**src/rtl/decode_stage_if.sv**
```systemverilog
// Handshake and bundle signals between fetch, decode and execute.
// Fetch side drives in_*, execute side drives ex_ready.
interface decode_stage_if #(
  parameter int PC_W = 32
);
  logic            in_valid;
  logic            in_ready;
  logic [31:0]     in_instr;
  logic [PC_W-1:0] in_pc;
  logic            ex_valid;
  logic            ex_ready;
  logic [PC_W-1:0] ex_pc;
  logic [4:0]      ex_rs;
  logic [4:0]      ex_rt;
  logic [4:0]      ex_wa;
  logic [31:0]     ex_imm;
  logic [PC_W-1:0] ex_target;
  logic [2:0]      ex_alu_op;
  logic            ex_use_rt;
  logic            ex_reg_write;
  logic            ex_mem_write;
  logic            ex_mem_to_reg;
  logic            ex_jump;
  logic            ex_jump_link;
  logic            ex_jump_reg;
  logic            ex_branch;
  logic            ex_bne;
  logic            ex_illegal;

  modport master (
    output in_valid, in_instr, in_pc, ex_ready,
    input  in_ready, ex_valid, ex_pc, ex_rs, ex_rt,
    input  ex_wa, ex_imm, ex_target, ex_alu_op,
    input  ex_use_rt, ex_reg_write, ex_mem_write,
    input  ex_mem_to_reg, ex_jump, ex_jump_link,
    input  ex_jump_reg, ex_branch, ex_bne, ex_illegal
  );

  modport slave (
    input  in_valid, in_instr, in_pc, ex_ready,
    output in_ready, ex_valid, ex_pc, ex_rs, ex_rt,
    output ex_wa, ex_imm, ex_target, ex_alu_op,
    output ex_use_rt, ex_reg_write, ex_mem_write,
    output ex_mem_to_reg, ex_jump, ex_jump_link,
    output ex_jump_reg, ex_branch, ex_bne, ex_illegal
  );
endinterface

```
**src/rtl/decode_stage.sv**
```systemverilog
// MIPS decode stage: registered control bundle,
// load-use interlock, flush and illegal flagging.
module decode_stage #(
  parameter int PC_W         = 32,
  parameter int LOAD_USE_GAP = 1,
  parameter int RA_REG       = 31
) (
  input  logic clk,
  input  logic reset,
  input  logic flush,
  decode_stage_if.slave io
);
  localparam int HW =
    (LOAD_USE_GAP > 0) ? $clog2(LOAD_USE_GAP + 1) : 1;

  typedef struct packed {
    logic [PC_W-1:0] pc;
    logic [4:0]      rs;
    logic [4:0]      rt;
    logic [4:0]      wa;
    logic [31:0]     imm;
    logic [PC_W-1:0] target;
    logic [2:0]      alu_op;
    logic            use_rt;
    logic            reg_write;
    logic            mem_write;
    logic            mem_to_reg;
    logic            jump;
    logic            jump_link;
    logic            jump_reg;
    logic            branch;
    logic            bne;
    logic            illegal;
  } id_ex_t;

  id_ex_t          dec;
  id_ex_t          ex_d, ex_q;
  logic            ex_valid_d, ex_valid_q;
  logic [HW-1:0]   haz_cnt_d, haz_cnt_q;
  logic [4:0]      haz_reg_d, haz_reg_q;

  logic [5:0]      op, fn;
  logic [4:0]      rs, rt, rd;
  logic [PC_W-1:0] pc4;
  logic            rd_rs, rd_rt;
  logic            stall, accept, in_ready;

  logic is_r, is_lw, is_sw, is_j, is_jal;
  logic is_beq, is_bne, is_xori, is_addi, is_addiu;
  logic is_add, is_sub, is_slt, is_jr;

  assign op  = io.in_instr[31:26];
  assign rs  = io.in_instr[25:21];
  assign rt  = io.in_instr[20:16];
  assign rd  = io.in_instr[15:11];
  assign fn  = io.in_instr[5:0];
  assign pc4 = io.in_pc + PC_W'(4);

  assign is_r     = op == 6'h00;
  assign is_lw    = op == 6'h23;
  assign is_sw    = op == 6'h2b;
  assign is_j     = op == 6'h02;
  assign is_jal   = op == 6'h03;
  assign is_beq   = op == 6'h04;
  assign is_bne   = op == 6'h05;
  assign is_xori  = op == 6'h0e;
  assign is_addi  = op == 6'h08;
  assign is_addiu = op == 6'h09;
  assign is_add   = is_r && fn == 6'h20;
  assign is_sub   = is_r && fn == 6'h22;
  assign is_slt   = is_r && fn == 6'h2a;
  assign is_jr    = is_r && fn == 6'h08;

  always_comb begin
    dec        = '0;
    dec.pc     = io.in_pc;
    dec.rs     = rs;
    dec.rt     = rt;
    dec.wa     = rt;
    dec.imm    = {{16{io.in_instr[15]}}, io.in_instr[15:0]};
    dec.target = (pc4 & ~PC_W'(28'hFFF_FFFF))
               | PC_W'({io.in_instr[25:0], 2'b00});
    rd_rs      = 1'b1;
    rd_rt      = 1'b0;
    unique case (1'b1)
      is_lw: begin
        dec.reg_write  = 1'b1;
        dec.mem_to_reg = 1'b1;
      end
      is_sw: begin
        dec.mem_write = 1'b1;
        rd_rt         = 1'b1;
      end
      is_j: begin
        dec.jump = 1'b1;
        rd_rs    = 1'b0;
      end
      is_jal: begin
        dec.jump      = 1'b1;
        dec.jump_link = 1'b1;
        dec.reg_write = 1'b1;
        dec.wa        = 5'(RA_REG);
        rd_rs         = 1'b0;
      end
      is_beq, is_bne: begin
        dec.branch = 1'b1;
        dec.bne    = is_bne;
        dec.alu_op = 3'd1;
        dec.use_rt = 1'b1;
        rd_rt      = 1'b1;
      end
      is_xori: begin
        dec.reg_write = 1'b1;
        dec.alu_op    = 3'd2;
        dec.imm       = {16'h0, io.in_instr[15:0]};
      end
      is_addi, is_addiu: begin
        dec.reg_write = 1'b1;
      end
      is_add, is_sub, is_slt: begin
        dec.reg_write = 1'b1;
        dec.use_rt    = 1'b1;
        dec.wa        = rd;
        dec.alu_op    = is_sub ? 3'd1 : is_slt ? 3'd3 : 3'd0;
        rd_rt         = 1'b1;
      end
      is_jr: begin
        dec.jump_reg = 1'b1;
      end
      default: begin
        dec.illegal = 1'b1;
      end
    endcase
    // $0 is hardwired, so a write there is suppressed
    if (dec.wa == 5'd0)
      dec.reg_write = 1'b0;
  end

  assign stall = (LOAD_USE_GAP != 0) && io.in_valid
              && (haz_cnt_q != '0)
              && ((rd_rs && rs == haz_reg_q)
               || (rd_rt && rt == haz_reg_q));

  always_comb begin
    in_ready = 1'b0;
    if (reset)
      in_ready = 1'b0;
    else if (flush)
      in_ready = 1'b1;
    else
      in_ready = (!ex_valid_q || io.ex_ready) && !stall;
  end

  assign accept = io.in_valid && in_ready && !flush && !reset;

  always_comb begin
    ex_d       = ex_q;
    ex_valid_d = ex_valid_q;
    haz_cnt_d  = haz_cnt_q;
    haz_reg_d  = haz_reg_q;
    if (flush) begin
      ex_valid_d = 1'b0;
      haz_cnt_d  = '0;
    end else begin
      if (accept) begin
        ex_d       = dec;
        ex_valid_d = 1'b1;
      end else if (io.ex_ready) begin
        ex_valid_d = 1'b0;
      end
      if (accept && is_lw && rt != 5'd0) begin
        haz_cnt_d = HW'(LOAD_USE_GAP);
        haz_reg_d = rt;
      end else if (io.ex_ready && haz_cnt_q != '0) begin
        haz_cnt_d = haz_cnt_q - HW'(1);
      end
    end
  end

  always_ff @(posedge clk) begin
    if (reset) begin
      ex_q       <= '0;
      ex_valid_q <= 1'b0;
      haz_cnt_q  <= '0;
      haz_reg_q  <= '0;
    end else begin
      ex_q       <= ex_d;
      ex_valid_q <= ex_valid_d;
      haz_cnt_q  <= haz_cnt_d;
      haz_reg_q  <= haz_reg_d;
    end
  end

  assign io.in_ready      = in_ready;
  assign io.ex_valid      = ex_valid_q;
  assign io.ex_pc         = ex_q.pc;
  assign io.ex_rs         = ex_q.rs;
  assign io.ex_rt         = ex_q.rt;
  assign io.ex_wa         = ex_q.wa;
  assign io.ex_imm        = ex_q.imm;
  assign io.ex_target     = ex_q.target;
  assign io.ex_alu_op     = ex_q.alu_op;
  assign io.ex_use_rt     = ex_q.use_rt;
  assign io.ex_reg_write  = ex_q.reg_write;
  assign io.ex_mem_write  = ex_q.mem_write;
  assign io.ex_mem_to_reg = ex_q.mem_to_reg;
  assign io.ex_jump       = ex_q.jump;
  assign io.ex_jump_link  = ex_q.jump_link;
  assign io.ex_jump_reg   = ex_q.jump_reg;
  assign io.ex_branch     = ex_q.branch;
  assign io.ex_bne        = ex_q.bne;
  assign io.ex_illegal    = ex_q.illegal;
endmodule

```
**src/flat_wrapper.sv**
```systemverilog
// flat-port wrapper written by rule: the top's interface ports become plain ports
module decode_stage_flat 
#(
  parameter int PC_W         = 32,
  parameter int LOAD_USE_GAP = 1,
  parameter int RA_REG       = 31
)
  (clk, reset, flush, io_in_valid, io_in_instr, io_in_pc, io_ex_ready, io_in_ready, io_ex_valid, io_ex_pc, io_ex_rs, io_ex_rt, io_ex_wa, io_ex_imm, io_ex_target, io_ex_alu_op, io_ex_use_rt, io_ex_reg_write, io_ex_mem_write, io_ex_mem_to_reg, io_ex_jump, io_ex_jump_link, io_ex_jump_reg, io_ex_branch, io_ex_bne, io_ex_illegal);
  decode_stage_if #(.PC_W(PC_W)) io_i ();
  input  logic clk;
  input  logic reset;
  input  logic flush;
  input wire logic [$bits(io_i.in_valid)-1:0] io_in_valid;
  input wire logic [$bits(io_i.in_instr)-1:0] io_in_instr;
  input wire logic [$bits(io_i.in_pc)-1:0] io_in_pc;
  input wire logic [$bits(io_i.ex_ready)-1:0] io_ex_ready;
  output wire logic [$bits(io_i.in_ready)-1:0] io_in_ready;
  output wire logic [$bits(io_i.ex_valid)-1:0] io_ex_valid;
  output wire logic [$bits(io_i.ex_pc)-1:0] io_ex_pc;
  output wire logic [$bits(io_i.ex_rs)-1:0] io_ex_rs;
  output wire logic [$bits(io_i.ex_rt)-1:0] io_ex_rt;
  output wire logic [$bits(io_i.ex_wa)-1:0] io_ex_wa;
  output wire logic [$bits(io_i.ex_imm)-1:0] io_ex_imm;
  output wire logic [$bits(io_i.ex_target)-1:0] io_ex_target;
  output wire logic [$bits(io_i.ex_alu_op)-1:0] io_ex_alu_op;
  output wire logic [$bits(io_i.ex_use_rt)-1:0] io_ex_use_rt;
  output wire logic [$bits(io_i.ex_reg_write)-1:0] io_ex_reg_write;
  output wire logic [$bits(io_i.ex_mem_write)-1:0] io_ex_mem_write;
  output wire logic [$bits(io_i.ex_mem_to_reg)-1:0] io_ex_mem_to_reg;
  output wire logic [$bits(io_i.ex_jump)-1:0] io_ex_jump;
  output wire logic [$bits(io_i.ex_jump_link)-1:0] io_ex_jump_link;
  output wire logic [$bits(io_i.ex_jump_reg)-1:0] io_ex_jump_reg;
  output wire logic [$bits(io_i.ex_branch)-1:0] io_ex_branch;
  output wire logic [$bits(io_i.ex_bne)-1:0] io_ex_bne;
  output wire logic [$bits(io_i.ex_illegal)-1:0] io_ex_illegal;
  assign io_i.in_valid = io_in_valid;
  assign io_i.in_instr = io_in_instr;
  assign io_i.in_pc = io_in_pc;
  assign io_i.ex_ready = io_ex_ready;
  assign io_in_ready = io_i.in_ready;
  assign io_ex_valid = io_i.ex_valid;
  assign io_ex_pc = io_i.ex_pc;
  assign io_ex_rs = io_i.ex_rs;
  assign io_ex_rt = io_i.ex_rt;
  assign io_ex_wa = io_i.ex_wa;
  assign io_ex_imm = io_i.ex_imm;
  assign io_ex_target = io_i.ex_target;
  assign io_ex_alu_op = io_i.ex_alu_op;
  assign io_ex_use_rt = io_i.ex_use_rt;
  assign io_ex_reg_write = io_i.ex_reg_write;
  assign io_ex_mem_write = io_i.ex_mem_write;
  assign io_ex_mem_to_reg = io_i.ex_mem_to_reg;
  assign io_ex_jump = io_i.ex_jump;
  assign io_ex_jump_link = io_i.ex_jump_link;
  assign io_ex_jump_reg = io_i.ex_jump_reg;
  assign io_ex_branch = io_i.ex_branch;
  assign io_ex_bne = io_i.ex_bne;
  assign io_ex_illegal = io_i.ex_illegal;
  decode_stage #(.PC_W(PC_W), .LOAD_USE_GAP(LOAD_USE_GAP), .RA_REG(RA_REG)) u_core (.clk(clk), .reset(reset), .flush(flush), .io(io_i));
endmodule
```
**config.mk**
```make
export PLATFORM = sky130hd
export DESIGN_NAME = decode_stage_flat
export DESIGN_NICKNAME = d
export VERILOG_FILES = /design/src/rtl/decode_stage_if.sv /design/src/rtl/decode_stage.sv /design/src/flat_wrapper.sv
export SDC_FILE = /design/constraint.sdc
export NUM_CORES = 1
export LEC_CHECK = 0
export BUFFER_PORTS_ARGS = -buffer_cell sky130_fd_sc_hd__clkbuf_2
export CAP_MARGIN = 10
export CORE_UTILIZATION = 50
export CTS_CLUSTER_SIZE = 8
export DETAILED_ROUTE_END_ITERATION = 8
export PLACE_DENSITY = 0.87
export SLEW_MARGIN = 0
export SYNTH_ARGS = -nofsm -noshare
export SYNTH_HDL_FRONTEND = slang
export SYNTH_SLANG_ARGS = --single-unit
```
**constraint.sdc**
```tcl
create_clock -name clk -period 2.4 [get_ports clk]
set_input_delay 0 -clock clk [delete_from_list [all_inputs] [get_ports clk]]
set_output_delay 0 -clock clk [all_outputs]
set_load 0.02 [all_outputs]
```
==> results.md <==
* Relative slew slack at 39.5%
* Slowest cell on crit path: dlygate4sd3_1
* Layout area overhead at 38.1%
* Min Clock Period, post-route at 2230 ps
* Pwr Total at 3.01 mW
* Mapped Avg Cell Area at 9.40 um^2
* DRT Pass-1 Iters at 7
* Crit Path Class: input pin to primary output
* H-tree Lvls at 3
* Top cell by count, worst path: clkbuf_2
* Via count at 3,796
* Clk root buf: clkbuf_8
* Setup violators final at 0
* Vias/cell at 5.16
* Starting Density at 51.4%
* R2r startpoint: u_core.haz_reg_q[3]
* HPWL Detailed at 7380 um
* DRT antenna net count at 0
* Port Buffers at 191
* N_diodes at 0
* Failing checks: DRC
* Setup crit start kind: input pin
* Leakage at 2.46 nW
* CTS tree: built
* Worst path arrival time at 2230 ps
* Mapped cell area at 3980 um^2
* Largest net degree at the start of global routing at 90
* Initial antenna violation count at 0
* Die ar. at 8310 um^2
* Final setup TNS at 0 ps
* Fin crit share at 93.1%
* DRT Wirelength at 11,100 um
* Clock Sinks at 87
* Worst Path Max Fanout at 4
* Top sig layer: met4
* Status: complete, but fails checks
* Cell Pwr Density at 549 nW/um^2
* Synth Flop Type: dfxtp_1
* Crit. End Element: primary output
* Metal3 WL at 514 um
* Met2 WL post-DR at 5930 um
* Post-synthesis register bit count at 87
* Slew Limit Fails at 0
* Crit path largest cell delay at 560 ps
* Num CTS Buffers at 9
* Global-route wire length before repair at 17,700 um
* Fin Clk Skew at 13.0 ps
* Filler cell count in the final layout at 568
* Hold WC Path Type: input pin to flop
* Max rail drop VDD at 0.000393 V
* Critical-path cell list: dlygate4sd3_1 -> clkbuf_2 -> nor4_1 -> nor4b_4 -> a211o_1 -> nand2_1 -> a21oi_1 -> nor2_1 -> clkbuf_2
* Gr usage total at 26.5%
* Sequential element share of the synthesized area at 43.8%
* Layout cell share with drive strength beyond 1 at 34.9%
* Reg2reg setup slack at 350 ps
* Grt total ovfl at 0
* Crit path to: io_in_ready
* Worst Max-Slew Pin Slew at 907 ps
* Number of global-route vias before repair at 3,763
* Starting DRT DRC Count at 143
* Syn. warnings at 0
* Clock buffer depth at 2
* I/O Pins at 195
* Die Y at 91.2 um
* CP required at 2400 ps
* Count of final hold-check violations at 0
* Max-cap violations at 0
* Worst setup path startpoint: io_in_instr[2]
* F_max at 447 MHz
* R2R cell count at 7
* Post-Syn Instances at 423
* RSZ-0062 raised after global routing: no
* Metal-1 WL at 4370 um
* GP Congestion at 0.862
* Post-synth EDFFs at 0
* Asr flop ratio synth at 0%
* Synth cell types at 41
* Row count at 32
* Max reg flops at 32
* Final #Nets at 698
* RR Endpoint: u_core.io.ex_imm[13]
* Clock Pin Slew Worst Setup and Hold Paths at 90 ps
* DR WL/cell at 15.1 um
* Die W at 91.2 um
* Core area at 7730 um^2
* DRC at 1
* Worst-Skew Late Latency at 350 ps
==> through the flow <==
stage	setup WS, ps	util, %	cells	cell area [um^2]	hold WS (ps)
after CTS	78.4	70.9	735	5480	12.5
final	165	71.0	736	5490	35.4
after floorplan	791	-	425	3980	78.5
after global placement	212	60.7	659	4690	235
after global routing	84.2	71.0	736	5490	47.3
after detailed placement	103	60.7	659	4690	246
==> power breakdown <==
part           switching [mW]  leakage [nW]  internal [mW]  total [mW]
logic                   0.291          1.67          0.225       0.517
clock network           0.535        0.0886          0.441       0.976
registers              0.0304         0.706           1.49        1.52
total                   0.857          2.46           2.15        3.01
==> synth_stat cells, types with 3 or more instances <==
library cell,n,share of area [%]
buf_2,5,0.63
dfxtp_1,87,44
xor2_1,7,1.5
nand4_1,9,1.4
or3_1,3,0.47
inv_1,3,0.28
nor2_1,85,8.0
a211oi_1,3,0.57
xnor2_1,6,1.3
nor4_1,4,0.63
nand3_1,5,0.63
mux2i_1,71,18
nand2_1,22,2.1
a21oi_1,8,1.0
buf_4,44,8.3
clkbuf_1,10,0.94
nand2b_1,3,0.47
nor3_1,8,1.0
o21ai_0,3,0.38
a311oi_1,9,2.0
buf_6,5,1.4
==> layer usage <==
metal  vias up  track usage [%]
met4         0             12.2
met5         -                0
met2       149             49.4
met1      1797             29.5
li1       1826                -
met3        24             3.77
==> worst min-delay path by stage <==
stage               cells after the start  slack, ps            start             endpoint
global placement                        2        240            flush     u_core.haz_cnt_q
finish                                  3         40  io_in_instr[19]   u_core.io.ex_rt[3]
floorplan                               1         80            flush     u_core.haz_cnt_q
global route                            3         50  io_in_instr[19]  u_core.haz_reg_q[3]
detailed placement                      2        250            flush     u_core.haz_cnt_q
CTS                                     3         10  io_in_instr[19]   u_core.io.ex_rt[3]
==> layout by cell type, fill, tap and decap left out, drive strengths merged, types with 5 or more instances in the layout <==
master         n
nand2         22
dlygate4sd3   60
xor2           7
inv            5
dfxtp         87
nor3           9
mux2i         71
a21oi          9
nand3          5
clkbuf       201
xnor2          6
nor2          85
nand4          9
a311oi         9
buf            7
==> kinds of logic after synthesis <==
family,after synthesis,share of synthesized area [%]
AO/OA/AOI/OAI,35,6.23
XOR/XNOR,13,2.86
buffers and inverters,67,11.6
flip-flops,87,43.8
multiplexers,71,17.9
other,1,0.0943
AND/OR/NAND/NOR,149,17.5
==> what timing repair did <==
action,4_1_cts,5_1_grt
hold buffers,60,0
setup endpoints to repair,0,57
buffers inserted,0,1
gates resized for setup,0,1
hold endpoints to repair,68,0
==> final cells by class <==
| class | count | area [um^2] | area share (%) |
|---|---|---|---|
| Clock buffer | 11 | 151 | 2.76 |
| Inverter | 3 | 11.3 | 0.205 |
| Tap cell | 102 | 128 | 2.33 |
| Multi-Input combinational cell | 271 | 1790 | 32.6 |
| Timing Repair Buffer | 257 | 1630 | 29.6 |
| Sequential cell | 87 | 1740 | 31.7 |
| Clock inverter | 5 | 40.0 | 0.730 |
==> worst max-delay path: cells and delay by family <==
kind	cells	cell delay, ps
AND/OR/NAND/NOR	4	870
AO/OA/AOI/OAI	2	450
buffers and inverters	3	900
No activity file was read; power rests on OpenSTA's default activity.
